[config.mk]
export PLATFORM = sky130hd
export DESIGN_NAME = mul_seq
export DESIGN_NICKNAME = d
export VERILOG_FILES = /design/src/rtl/mul_seq.sv
export SDC_FILE = /design/constraint.sdc
export NUM_CORES = 1
export LEC_CHECK = 0
export ABC_AREA = 1
export CAP_MARGIN = 30
export CORE_ASPECT_RATIO = 1.25
export CORE_UTILIZATION = 41
export DETAILED_ROUTE_END_ITERATION = 12
export PLACE_DENSITY = 0.59
export SYNTH_ARGS = -nofsm -noshare
export SYNTH_HDL_FRONTEND = slang
export SYNTH_SLANG_ARGS = --single-unit
[constraint.sdc]
create_clock -name CLK -period 2.8 [get_ports CLK]
set_input_delay 0.56 -clock CLK [delete_from_list [all_inputs] [get_ports CLK]]
set_output_delay 0.56 -clock CLK [all_outputs]
set_load 0.02 [all_outputs]
[src/rtl/mul_seq.sv]
// Sequential multiply-accumulate P = Q*B + R, one shift-add step per cycle, START/DONE handshake.
// Optional macro MUL_SEQ_RADIX4_EN: two multiplier bits per step using a precomputed 3Q.
`timescale 1ns/1ps
module mul_seq #(
    parameter int LEN = 16
) (
    input  logic              CLK,
    input  logic              RST_N,
    input  logic              START,
    input  logic [LEN-1:0]    Q,
    input  logic [LEN-1:0]    B,
    input  logic [LEN-1:0]    R,
    output logic              DONE,
    output logic [2*LEN-1:0]  P
);

`ifdef MUL_SEQ_RADIX4_EN
    localparam int STEPS = LEN / 2;
    localparam int SH    = 2;

    if (LEN % 2 != 0) begin : g_len_odd
        $error("mul_seq: LEN must be even when MUL_SEQ_RADIX4_EN is defined");
    end
`else
    localparam int STEPS = LEN;
    localparam int SH    = 1;
`endif

    localparam int AW = 2 * LEN + 1;
    localparam int CW = $clog2(STEPS + 1);

    typedef enum logic [1:0] {IDLE, RUN, HOLD} state_t;

    state_t           state;
    state_t           state_next;
    logic [CW-1:0]    cnt;
    logic             last_step;
    logic [AW-1:0]    acc;
    logic [2*LEN-1:0] mc;
    logic [LEN-1:0]   mpl;
    logic [2*LEN-1:0] pp;

    // The product can never reach the carry bit; saturate defensively rather than wrap.
    function automatic logic [2*LEN-1:0] sat_result(input logic [AW-1:0] a);
        return a[AW-1] ? '1 : a[2*LEN-1:0];
    endfunction

    assign last_step = (cnt == CW'(STEPS - 1));

`ifdef MUL_SEQ_RADIX4_EN
    logic [2*LEN-1:0] mc3;

    always_ff @(posedge CLK) begin
        if (START)
            mc3 <= (2*LEN)'(Q) + ((2*LEN)'(Q) << 1);
        else if (state == RUN)
            mc3 <= mc3 << 2;
    end

    always_comb begin
        pp = '0;
        case (mpl[1:0])
            2'd0:    pp = '0;
            2'd1:    pp = mc;
            2'd2:    pp = {mc[2*LEN-2:0], 1'b0};
            default: pp = mc3;
        endcase
    end
`else
    always_comb begin
        pp = mpl[0] ? mc : '0;
    end
`endif

    always_ff @(posedge CLK or negedge RST_N) begin
        if (!RST_N)
            state <= IDLE;
        else
            state <= state_next;
    end

    always_comb begin
        state_next = state;
        if (START)
            state_next = RUN;
        else if (state == RUN && last_step)
            state_next = HOLD;
    end

    always_ff @(posedge CLK or negedge RST_N) begin
        if (!RST_N)
            cnt <= '0;
        else if (START)
            cnt <= '0;
        else if (state == RUN)
            cnt <= cnt + 1'b1;
    end

    // R enters the accumulator at load, so each step only adds the shifted partial product.
    always_ff @(posedge CLK or negedge RST_N) begin
        if (!RST_N)
            acc <= '0;
        else if (START)
            acc <= AW'(R);
        else if (state == RUN)
            acc <= acc + AW'(pp);
    end

    always_ff @(posedge CLK) begin
        if (START) begin
            mc  <= (2*LEN)'(Q);
            mpl <= B;
        end else if (state == RUN) begin
            mc  <= mc << SH;
            mpl <= mpl >> SH;
        end
    end

    assign DONE = (state == HOLD);
    assign P    = sat_result(acc);

endmodule

==> results of run 1 <==
==> layer usage <==
| layer | up-vias | global-route usage | wire, microns |
|---|---|---|---|
| li1 | 3116 | - | - |
| met1 | 2596 | 0.274 | 7380 |
| met2 | 139 | 0.404 | 8570 |
| met3 | 29 | 0.0327 | 719 |
| met4 | 0 | 0.0845 | 401 |
| met5 | - | 0 | 0 |
==> path summary, 6_finish.rpt <==
kind                                       end                 from  slack (ns)
hold reg to reg             cnt[3]$_DFFE_PN0P_   cnt[3]$_DFFE_PN0P_        0.46
max in group asynchronous   cnt[1]$_DFFE_PN0P_                RST_N        2.11
min in group CLK            cnt[3]$_DFFE_PN0P_   cnt[3]$_DFFE_PN0P_        0.46
setup reg to reg           acc[14]$_DFFE_PN0P_     mpl[0]$_DFFE_PP_        0.43
setup / recovery                          P[0]  acc[32]$_DFFE_PN0P_        0.21
hold / removal             acc[21]$_DFFE_PN0P_                RST_N        0.08
==> report_power, final <==
part / total (uW) / switching, uW / internal [uW]
logic: 977 / 567 / 410
clock network: 1260 / 555 / 702
registers: 1510 / 71.2 / 1440
==> synth_stat cells (2+ instances only) <==
library cell	n
sky130_fd_sc_hd__nand2_1	424
sky130_fd_sc_hd__inv_1	167
sky130_fd_sc_hd__dfrtp_1	40
sky130_fd_sc_hd__nor2_1	39
sky130_fd_sc_hd__ha_1	34
sky130_fd_sc_hd__nand3_1	34
sky130_fd_sc_hd__edfxtp_1	32
sky130_fd_sc_hd__a21oi_1	26
sky130_fd_sc_hd__or2_2	24
sky130_fd_sc_hd__dfxtp_1	16
sky130_fd_sc_hd__o22ai_1	15
sky130_fd_sc_hd__clkbuf_1	13
sky130_fd_sc_hd__inv_2	13
sky130_fd_sc_hd__xnor2_1	10
sky130_fd_sc_hd__buf_2	8
sky130_fd_sc_hd__o21ai_0	8
sky130_fd_sc_hd__o21ai_1	7
sky130_fd_sc_hd__nand2_2	6
sky130_fd_sc_hd__nand3b_1	5
sky130_fd_sc_hd__nor3_1	5
sky130_fd_sc_hd__o21bai_1	5
sky130_fd_sc_hd__o211ai_1	4
sky130_fd_sc_hd__o221ai_1	3
sky130_fd_sc_hd__a21oi_2	2
sky130_fd_sc_hd__a31oi_1	2
sky130_fd_sc_hd__nor2_4	2
sky130_fd_sc_hd__nor4_1	2
sky130_fd_sc_hd__nor4_2	2
sky130_fd_sc_hd__o21a_1	2
==> cell type report <==
cell class / count / area [sq um]
clock buffer: 9 / 225
sequential: 88 / 2280
clock inverter: 7 / 78.8
inverter: 181 / 679
timing repair buffer: 93 / 908
fill: 1584 / 7350
tap: 208 / 260
multi-input combinational: 672 / 3290
==> stage by stage <==
step / worst slack, ns / instances / cell area (sq um) / hold WS [ns]
finish: 0.214 / 1258 / 7730 / 0.0839
global route: 0.109 / 1258 / 7730 / 0.101
CTS: 0.201 / 1258 / 7730 / 0.0919
detailed placement: 0.423 / 1242 / 7420 / 0.456
global placement: 0.474 / 1242 / 7420 / 0.455
floorplan: 0.819 / 964 / 6360 / 0.264
==> registers in the layout, summed over array words and instances, names as in the netlist <==
signal,cells
acc,33
cnt,5
mc,32
mpl,16
state,2
==> placed cells by master (no fill, tap or decap), types with 3 or more instances in the layout <==
cell	Yosys	layout
sky130_fd_sc_hd__nand2_1	424	424
sky130_fd_sc_hd__inv_1	167	167
sky130_fd_sc_hd__clkdlybuf4s50_1	0	81
sky130_fd_sc_hd__dfrtp_1	40	40
sky130_fd_sc_hd__nor2_1	39	39
sky130_fd_sc_hd__nand3_1	34	34
sky130_fd_sc_hd__ha_1	34	34
sky130_fd_sc_hd__edfxtp_1	32	32
sky130_fd_sc_hd__a21oi_1	26	26
sky130_fd_sc_hd__or2_2	24	24
sky130_fd_sc_hd__dfxtp_1	16	16
sky130_fd_sc_hd__o22ai_1	15	15
sky130_fd_sc_hd__inv_2	13	13
sky130_fd_sc_hd__xnor2_1	10	10
sky130_fd_sc_hd__clkbuf_16	0	9
sky130_fd_sc_hd__buf_4	0	9
sky130_fd_sc_hd__o21ai_0	8	8
sky130_fd_sc_hd__o21ai_1	7	7
sky130_fd_sc_hd__nand2_2	6	6
sky130_fd_sc_hd__nor3_1	5	5
sky130_fd_sc_hd__nand3b_1	5	5
sky130_fd_sc_hd__o21bai_1	5	5
sky130_fd_sc_hd__o211ai_1	4	4
sky130_fd_sc_hd__o221ai_1	3	3
==> kinds of logic (layout without fill, tap and decap cells) <==
group | Yosys count | in the layout | synth area share
compound gates | 77 | 77 | 0.0728
fa+ha+maj | 35 | 35 | 0.0701
simple gates | 549 | 549 | 0.360
buf+inv | 204 | 290 | 0.123
flops | 88 | 88 | 0.359
xor+xnor | 11 | 11 | 0.0152
==> worst register-to-register path, stage by stage (launching register included) <==
cell                       delay, ns
sky130_fd_sc_hd__edfxtp_1       0.38
sky130_fd_sc_hd__buf_4          0.20
sky130_fd_sc_hd__nand2_1        0.08
sky130_fd_sc_hd__inv_1          0.04
sky130_fd_sc_hd__ha_1           0.21
sky130_fd_sc_hd__fa_1           0.40
sky130_fd_sc_hd__nand2_1        0.11
sky130_fd_sc_hd__nand2_1        0.09
sky130_fd_sc_hd__nand3_1        0.07
sky130_fd_sc_hd__nand2_1        0.11
sky130_fd_sc_hd__nand3_1        0.09
sky130_fd_sc_hd__nand2_1        0.15
sky130_fd_sc_hd__xnor2_1        0.21
sky130_fd_sc_hd__o21bai_1       0.09
==> run summary, run 1 <==
* 0.55 ns — Largest stage delay, worst path
* 84 — number of top-level pins
* 3 — cell count along the critical path
* 0 — antenna violations before repair
* 0.642 ns — pin slew with the least headroom to its limit
* 27.8 mm — wire length of the first global-routing pass
* 83 — IO Port Bufs
* register — type of origin of the critical path
* 0 — overall overflow remaining after global route
* 17.1 mm — total wire length after detailed routing
* 0.572 — worst max-slew margin expressed relative to the limit
* sky130_fd_sc_hd__clkbuf_16 — Clock Tree Root
* 0.359 — register area share after synthesis
* 5615 — number of global-route vias before repair
* 141 microns — die height
* 0.512 — final core utilization
* yes — CTS tree
* 15100 sq um — area of the core
* 0.422 — effective utilization at floorplan
* 2.59 ns — post-layout minimum cycle time
* 0.226 — overall routing resource usage
* 15 — peak fanout along the critical path
* 0 — remaining number of nets flagged by the antenna check after routing
* 13 — number of cells on the worst reg-to-reg path
* 3 — H-tree levels
* sky130_fd_sc_hd__nand2_1 — cell type contributing the most total cell area after synthesis
* 2.03 ns — Worst EP arrival
* 2 — sum of buffers and inverters on the critical path
* 4 — drt first pass iters
* 88 — number of sinks handled by clock tree synthesis
* buffers and inverters — kind of cell adding the most delay to the critical path
* no — unrepaired setup endpoints after global routing
* 43 — synth unique cells
* sky130_fd_sc_hd__dfrtp_1 — most instantiated flip-flop cell in the synthesis netlist
* 0 — number of diodes
* 3750 uW — post-route total power
* 0 — cts-stage hold buffer count
* 21.5% — Synth-to-Final Area Change
* 0.00435 uW — leakage power total
* 6.59 sq um — average cell area after synthesis
* reg2out — crit path kind
* buf_4, or2_2, clkdlybuf4s50_1 — crit-path cells
* 5880 — total via count in the routed design
* 0 — max_cap viols
* in2async — Hold/Removal Path Class
* 0 — max-slew violation count
* 0 ns — final total negative setup slack
* 0 — total of warnings raised by yosys
* 0.250 — fraction of synthesized cell area taken by the top area cell type
* 0 — number of hold-slack violations in the final timing report
* 50 — Rows
* 88 — number of synthesized register bits
* 13.4 mm — hpwl dp
* 0.455 — fraction of registers with async set or reset after synthesis
* 1050 — post-synth net total
* sky130_fd_sc_hd__clkdlybuf4s50_1 — cell at the slowest stage of the critical path
* 0 — Post-CTS Setup Inserts
* 485 nW/um^2 — power density over the cells
* 4.67 — vias per cell
* 113 microns — floorplan die width
* finished clean — result of the run
* 0.929 — Placer Congestion
* 1131 — number of nets at the end of the flow
* 964 — synthesized instance count
* 6360 sq um — total standard cell area after synthesis
* 0 — number of setup violations in the final report
* 2.24 ns — Required @ worst endpoint
* 0.0762 — layout cells sized above 1
* 32 — number of synthesized flops with an enable pin
* 9 — number of buffers added by the clock tree synthesis step
* 0.35 ns — Clk Latency, worst-skew pair
* 0.923 — share of the cycle needed by the critical path after routing
* 51 — pin count of the biggest net entering global routing
* 16000 sq um — die footprint
* 0 — Remaining DRCs
* 387 MHz — timing-limited maximum frequency
* 0.07 ns — Clock Pin Slew Worst Setup and Hold Paths
* sky130_fd_sc_hd__nand2_1 25%, sky130_fd_sc_hd__dfrtp_1 16%, sky130_fd_sc_hd__edfxtp_1 15%, sky130_fd_sc_hd__inv_1 9.9%, sky130_fd_sc_hd__ha_1 6.7% — leading post-synthesis cells by cell area
* 0.00901 ns — Clock Skew
* output port — endpoint kind of the worst setup timing path
* 0.330 mV — highest ir drop seen on vdd
* 13.6 microns — Avg WL per Cell
* 0 — total of cells resized after clock tree synthesis
* 325 — initial DRC count
* 2 — Bufs on Longest Clock Path
Note: power is estimated with default switching activity, not from simulation.
==> inputs of run 2 (changes only) <==
PLACE_DENSITY = 0.69   (was 0.59)
==> run 2 against run 1 <==
Net effect:
- setup slack improved by 0.045 ns
- total power fell by 2.5%
- clock skew about the same
- sequential cell count unchanged
- register-to-register slack better by 0.02 ns
- first-iteration DRC count down 17%
- maximum frequency grew 1.8%
- sequential power hardly changed
- global-route usage fell by 0.72 points
- highest routed layer unchanged
==> run summary, run 2 (synthesized netlist as in run 1, its figures left out) <==
* 4.76 — vias per cell, +1.8%
* 0.907 — share of the cycle needed by the critical path after routing, -0.0160
* 0.282 mV — highest ir drop seen on vdd, -15%
* 3 — H-tree levels, unchanged
* 0 — number of diodes, unchanged
* 394 MHz — timing-limited maximum frequency, +1.8%
* 83 — IO Port Bufs, unchanged
* 5756 — number of global-route vias before repair, +2.5%
* 9 — number of buffers added by the clock tree synthesis step, unchanged
* no — unrepaired setup endpoints after global routing
* reg2out — crit path kind
* 0.587 — worst max-slew margin expressed relative to the limit, +0.0157
* 141 microns — die height, unchanged
* 2.54 ns — post-layout minimum cycle time, -0.0448 ns
* finished clean — result of the run
* 15100 sq um — area of the core, unchanged
* 3650 uW — post-route total power, -2.5%
* 0.00890 ns — Clock Skew, -0.000103 ns
* 0 — antenna violations before repair, unchanged
* 3290 sq um — multi-input combinational cell area, unchanged
* 0 — number of setup violations in the final report, unchanged
* 12.6 mm — hpwl dp, -6.1%
* 1529 — fill cell count, -3.5%
* sky130_fd_sc_hd__clkdlybuf4s50_1 — cell at the slowest stage of the critical path
* 0 — number of hold-slack violations in the final timing report, unchanged
* 0 — Remaining DRCs, unchanged
* 33 — Largest register FFs, unchanged
* 2 — Bufs on Longest Clock Path, unchanged
* 1241 — dpl cells, -0.081%
* 1130 — number of nets at the end of the flow, -0.088%
* 84 — number of top-level pins, unchanged
* 2280 sq um — sequential cell area, unchanged
* register — type of origin of the critical path
* yes — CTS tree
* inv_1, nand2_1, clkdlybuf4s50_1 — crit-path cells
* 5 — drt first pass iters, +1
* 27.3 mm — wire length of the first global-routing pass, -1.6%
* 2.24 ns — Required @ worst endpoint, about the same
* 0.490 ns — worst setup slack after placement, +0.0672 ns
* 5980 — total via count in the routed design, +1.7%
* 0.618 ns — pin slew with the least headroom to its limit, -0.0235 ns
* 113 microns — floorplan die width, unchanged
* 270 — initial DRC count, -17%
* sky130_fd_sc_hd__nand2_1 — leading cell type in the layout, fill and taps excluded
* 0 ns — final total negative setup slack, unchanged
* 16000 sq um — die footprint, unchanged
* 16.2 mm — total wire length after detailed routing, -5.2%
* 0 — Post-CTS Setup Inserts, unchanged
* 0 — max_cap viols, unchanged
* 1.98 ns — Worst EP arrival, -0.05 ns
* 0.219 — overall routing resource usage, -0.00720
* 0.36 ns — Clk Latency, worst-skew pair, about the same
* 475 nW/um^2 — power density over the cells, -2.1%
* 0 — remaining number of nets flagged by the antenna check after routing, unchanged
* 15 — peak fanout along the critical path, unchanged
* 1257 — number of cells in the finished layout apart from fillers, -0.079%
* 21.0% — Synth-to-Final Area Change
* 424 x sky130_fd_sc_hd__nand2_1, 167 x sky130_fd_sc_hd__inv_1, 81 x sky130_fd_sc_hd__clkdlybuf4s50_1, 40 x sky130_fd_sc_hd__dfrtp_1, 39 x sky130_fd_sc_hd__nor2_1 — top library cells by usage in the layout, fill and taps aside
* 50 — Rows, unchanged
* 0.510 — final core utilization, -0.00216
* 0.62 ns — Largest stage delay, worst path, +0.07 ns
* 0 — total of cells resized after clock tree synthesis, unchanged
* 0 — overall overflow remaining after global route, unchanged
* acc — most flop-heavy register
* 88 — number of sinks handled by clock tree synthesis, unchanged
* 0.07 ns — Clock Pin Slew Worst Setup and Hold Paths, about the same
* 0.00432 uW — leakage power total, -0.53%
* acc (33), mc (32), mpl (16) — largest registers
* sky130_fd_sc_hd__clkbuf_16 — Clock Tree Root
* 0 — cts-stage hold buffer count, unchanged
* 0.422 — effective utilization at floorplan, unchanged
* 0.899 — Placer Congestion, -3.3%
* output port — endpoint kind of the worst setup timing path
* in2async — Hold/Removal Path Class
* 47 — pin count of the biggest net entering global routing, -7.8%
* 0 — max-slew violation count, unchanged
* 0.0753 — layout cells sized above 1, -0.000881
* 0.259 ns — Setup WS post-layout, +0.0448 ns
* 12.9 microns — Avg WL per Cell, -5.2%
[run 2: cell types whose count changed in the layout (fill, tap and decap cells not counted)]
cell / before / now
sky130_fd_sc_hd__clkinvlp_2: 0 / 1
sky130_fd_sc_hd__bufinv_16: 1 / 0
sky130_fd_sc_hd__inv_6: 1 / 2
sky130_fd_sc_hd__clkinv_4: 2 / 1
sky130_fd_sc_hd__buf_4: 9 / 8
[run 2: report_power, final]
part / switching, uW / internal, uW
Clock: 557 / 611
Combinational: 562 / 408
Sequential: 73.1 / 1440
[run 2: area by class of cell]
type,count,share of cell area
inverter,181,0.0883
tap,208,0.0338
clock buffer,9,0.0293
clock inverter,7,0.00699
timing repair buffer,92,0.117
multi-input combinational,672,0.428
sequential,88,0.297
[run 2: final timing paths]
path,to,depth (start not counted),slack (ns),startpoint
setup / recovery,P[16],3,0.26,acc[32]$_DFFE_PN0P_
hold / removal,acc[21]$_DFFE_PN0P_,2,0.28,RST_N
setup reg to reg,acc[30]$_DFFE_PN0P_,15,0.45,mpl[0]$_DFFE_PP_
hold reg to reg,mc[31]$_SDFFE_PP0P_,2,0.46,mc[31]$_SDFFE_PP0P_
max in group asynchronous,acc[6]$_DFFE_PN0P_,2,2.12,RST_N
min in group CLK,mc[31]$_SDFFE_PP0P_,2,0.46,mc[31]$_SDFFE_PP0P_
[run 2: metrics by stage]
| stage | hold slack [ns] | area [sq um] |
|---|---|---|
| global placement | 0.449 | 7410 |
| detailed placement | 0.457 | 7410 |
| floorplan | 0.264 | 6360 |
| CTS | 0.314 | 7690 |
| global route | 0.358 | 7690 |
| finish | 0.282 | 7690 |
[run 2: metal layers]
metal	share of wire	vias to the layer above	track usage
li1	-	3115	-
met1	0.44	2660	0.266
met2	0.48	160	0.375
met3	0.040	45	0.0249
met4	0.043	0	0.125
met5	0	-	0
[run 2: worst max-delay path: cells and delay by family (launching register included)]
| kind | cells | cell delay (ns) |
|---|---|---|
| buffers and inverters | 2 | 0.88 |
| DFF | 1 | 0.59 |
| and+or+nand+nor | 1 | 0.16 |
==> inputs of run 3 (changes only) <==
CORE_MARGIN = 5   (was not set)
==> run 3 against run 2 <==
Net effect:
- routed wire length rose by 2.9%
- die area is 13% higher
- sequential cell count is the same
- critical path depth rose by 12
- combinational power about the same
- cell count up 0.40%
- register-to-register slack got worse by 0.20 ns
- clock-buffer cell count is 2 higher
- maximum frequency shrank 0.32%
- design area hardly changed
- setup slack got worse by 0.0083 ns
- largest cell class unchanged
==> run summary, run 3 (synthesized netlist as in run 1, its figures left out) <==
* 0.265 — part of the power in combinational logic, about the same
* reg2reg — crit path kind
* 0 — max_cap viols, unchanged
* 424 x sky130_fd_sc_hd__nand2_1, 167 x sky130_fd_sc_hd__inv_1, 81 x sky130_fd_sc_hd__clkdlybuf4s50_1, 40 x sky130_fd_sc_hd__dfrtp_1, 39 x sky130_fd_sc_hd__nor2_1 — top library cells by usage in the layout, fill and taps aside
* sky130_fd_sc_hd__edfxtp_1 — cell at the slowest stage of the critical path
* acc — most flop-heavy register
* 0 ns — final total negative setup slack, unchanged
* 83 — IO Port Bufs, unchanged
* 0.320 — switch share, -0.00603
* 3650 uW — post-route total power, about the same
* 49 — pin count of the biggest net entering global routing, +4.3%
* 121 microns — floorplan die width, +7.1%
* 2480 uW — Internal Pwr Total, +0.90%
* 0.910 — share of the cycle needed by the critical path after routing, +0.00295
* 0.62 ns — Largest stage delay, worst path, about the same
* 0.280 ns — worst setup slack after placement, -0.210 ns
* 84 — number of top-level pins, unchanged
* 474 nW/um^2 — power density over the cells, about the same
* sky130_fd_sc_hd__clkbuf_16 — Clock Tree Root
* 0.349 mV — highest ir drop seen on vdd, +24%
* 0.190 — overall routing resource usage, -0.0290
* 0.565 — worst max-slew margin expressed relative to the limit, -0.0221
* 15 — peak fanout along the critical path, unchanged
* 3.09 ns — Required @ worst endpoint, +0.85 ns
* nand2_1, inv_1, ha_1, fa_1, nand2_1, nand2_1, nand3_1, nand2_1, nand3_1, nand2_1, nand2_1, nand2_1, nand2_1, nand3_1, nand2_1 — crit-path cells
* acc[22]$_DFFE_PN0P_ — crit path capture
* 2.84 ns — Worst EP arrival, +0.86 ns
* 5 — drt first pass iters, unchanged
* 392 MHz — timing-limited maximum frequency, -0.32%
* sky130_fd_sc_hd__nand2_1 — leading cell type in the layout, fill and taps excluded
* 15 — number of cells on the worst reg-to-reg path, unchanged
* 149 microns — die height, +5.7%
* 0.413 — effective utilization at floorplan, -0.00827
* 15 — cell count along the critical path, +12
* 0 — overall overflow remaining after global route, unchanged
* mpl[0]$_DFFE_PP_ — critical path launch point
* 0.415 — fraction of power consumed by sequential logic, about the same
* yes — CTS tree
* 1170 uW — net switching power figure, -1.8%
* 0 — total of cells resized after clock tree synthesis, unchanged
* register — endpoint kind of the worst setup timing path
* 0 — Remaining DRCs, unchanged
* 15400 sq um — area of the core, +2.0%
* 0.35 ns — Clk Latency, worst-skew pair, about the same
* mpl[0]$_DFFE_PP_ — FF-to-FF Start
* sky130_fd_sc_hd__nand2_1 — Crit path top cell by count
* 16.6 mm — total wire length after detailed routing, +2.9%
* 0.320 — clock share of power, about the same
* 13.2 microns — Avg WL per Cell, +2.5%
* 13.1 mm — hpwl dp, +4.2%
* 0 — number of diodes, unchanged
* finished clean — result of the run
* 0 — antenna violations before repair, unchanged
* 21.1% — Synth-to-Final Area Change, about the same
* 0 — cts-stage hold buffer count, unchanged
* 3 — H-tree levels, unchanged
* 0.937 — Placer Congestion, +4.2%
* simple AND/OR/NAND/NOR gates — kind of cell adding the most delay to the critical path
* 0 — remaining number of nets flagged by the antenna check after routing, unchanged
* 0 — number of hold-slack violations in the final timing report, unchanged
* 2.55 ns — post-layout minimum cycle time, +0.00826 ns
* 0 — number of setup violations in the final report, unchanged
* 0.25 ns — Register-to-Register Setup Slack, -0.20 ns
* acc[22]$_DFFE_PN0P_ — Reg-to-Reg End
* 9 — number of buffers added by the clock tree synthesis step, unchanged
* no — unrepaired setup endpoints after global routing
* 0.00936 ns — Clock Skew, +0.000462 ns
* 1 — sum of buffers and inverters on the critical path, -1
* acc (33), mc (32), mpl (16) — largest registers
* 0.251 ns — Setup WS post-layout, -0.00826 ns
* register — type of origin of the critical path
* 0.00433 uW — leakage power total, +0.18%
* 0 — max-slew violation count, unchanged
* 5918 — total via count in the routed design, -1.0%
* 27.2 mm — wire length of the first global-routing pass, -0.38%
* in2async — Hold/Removal Path Class
* 0 — Post-CTS Setup Inserts, unchanged
* 33 — Largest register FFs, unchanged
* 0.651 ns — pin slew with the least headroom to its limit, +0.0331 ns
* 51 — Rows, +2.0%
* 18100 sq um — die footprint, +13%
* 286 — initial DRC count, +5.9%
* 0.501 — final core utilization, -0.00968
* 5656 — number of global-route vias before repair, -1.7%
* 2 — Bufs on Longest Clock Path, unchanged
* 0.07 ns — Clock Pin Slew Worst Setup and Hold Paths, about the same
* 1131 — number of nets at the end of the flow, +0.088%
* 4.69 — vias per cell, -1.4%
* 88 — number of sinks handled by clock tree synthesis, unchanged
* 0.0762 — layout cells sized above 1, +0.000881
==> run 3: cell types whose count changed in the layout (fill, tap and decap cells not counted) <==
cell | before | now
sky130_fd_sc_hd__buf_4 | 8 | 10
sky130_fd_sc_hd__inv_6 | 2 | 0
sky130_fd_sc_hd__buf_12 | 1 | 0
sky130_fd_sc_hd__clkbuf_1 | 0 | 1
sky130_fd_sc_hd__clkbuf_8 | 0 | 1
sky130_fd_sc_hd__clkinv_1 | 2 | 1
sky130_fd_sc_hd__clkinv_2 | 0 | 1
sky130_fd_sc_hd__clkinv_4 | 1 | 2
sky130_fd_sc_hd__clkinvlp_2 | 1 | 0
==> run 3: worst min-delay path by stage <==
| stage | start | end | slack [ns] | depth (start not counted) |
|---|---|---|---|---|
| 2_1_floorplan | RST_N | acc[0]$_DFFE_PN0P_ | 0.26 | 0 |
| 3_3_place_gp | cnt[3]$_DFFE_PN0P_ | cnt[3]$_DFFE_PN0P_ | 0.45 | 1 |
| 3_5_place_dp | cnt[3]$_DFFE_PN0P_ | cnt[3]$_DFFE_PN0P_ | 0.47 | 1 |
| 4_1_cts | RST_N | acc[26]$_DFFE_PN0P_ | 0.18 | 1 |
| 5_1_grt | RST_N | acc[26]$_DFFE_PN0P_ | 0.20 | 1 |
| 6_report | RST_N | acc[26]$_DFFE_PN0P_ | 0.17 | 1 |
==> run 3: per-layer routing <==
metal | vias up | track usage | part of all wire
met5 | - | 0 | 0
met4 | 0 | 0.0824 | 0.031
met3 | 30 | 0.0300 | 0.052
met2 | 153 | 0.331 | 0.49
met1 | 2624 | 0.231 | 0.43
li1 | 3111 | - | -
==> run 3: power groups by stage <==
stage	registers, uW	clock network (uW)	logic (uW)
final	1520	1170	968
after global routing	1530	1240	1080
after CTS	1520	1190	977
after detailed placement	1540	0	967
after global placement	1540	0	962
after floorplan	1510	0	633
==> run 3: area by class of cell <==
cell class	instances	area, sq um
Clock buffer	11	243
Clock inverter	5	41.3
Fill cell	1552	7680
Inverter	181	679
Multi-Input combinational cell	672	3290
Sequential cell	88	2280
Tap cell	212	265
Timing Repair Buffer	93	896
==> run 3: through the flow <==
| stage | area, sq um | hold WS (ns) | std cells |
|---|---|---|---|
| floorplan | 6360 | 0.264 | 964 |
| global placement | 7410 | 0.455 | 1246 |
| detailed placement | 7410 | 0.467 | 1246 |
| CTS | 7700 | 0.179 | 1262 |
| global route | 7700 | 0.201 | 1262 |
| finish | 7700 | 0.169 | 1262 |
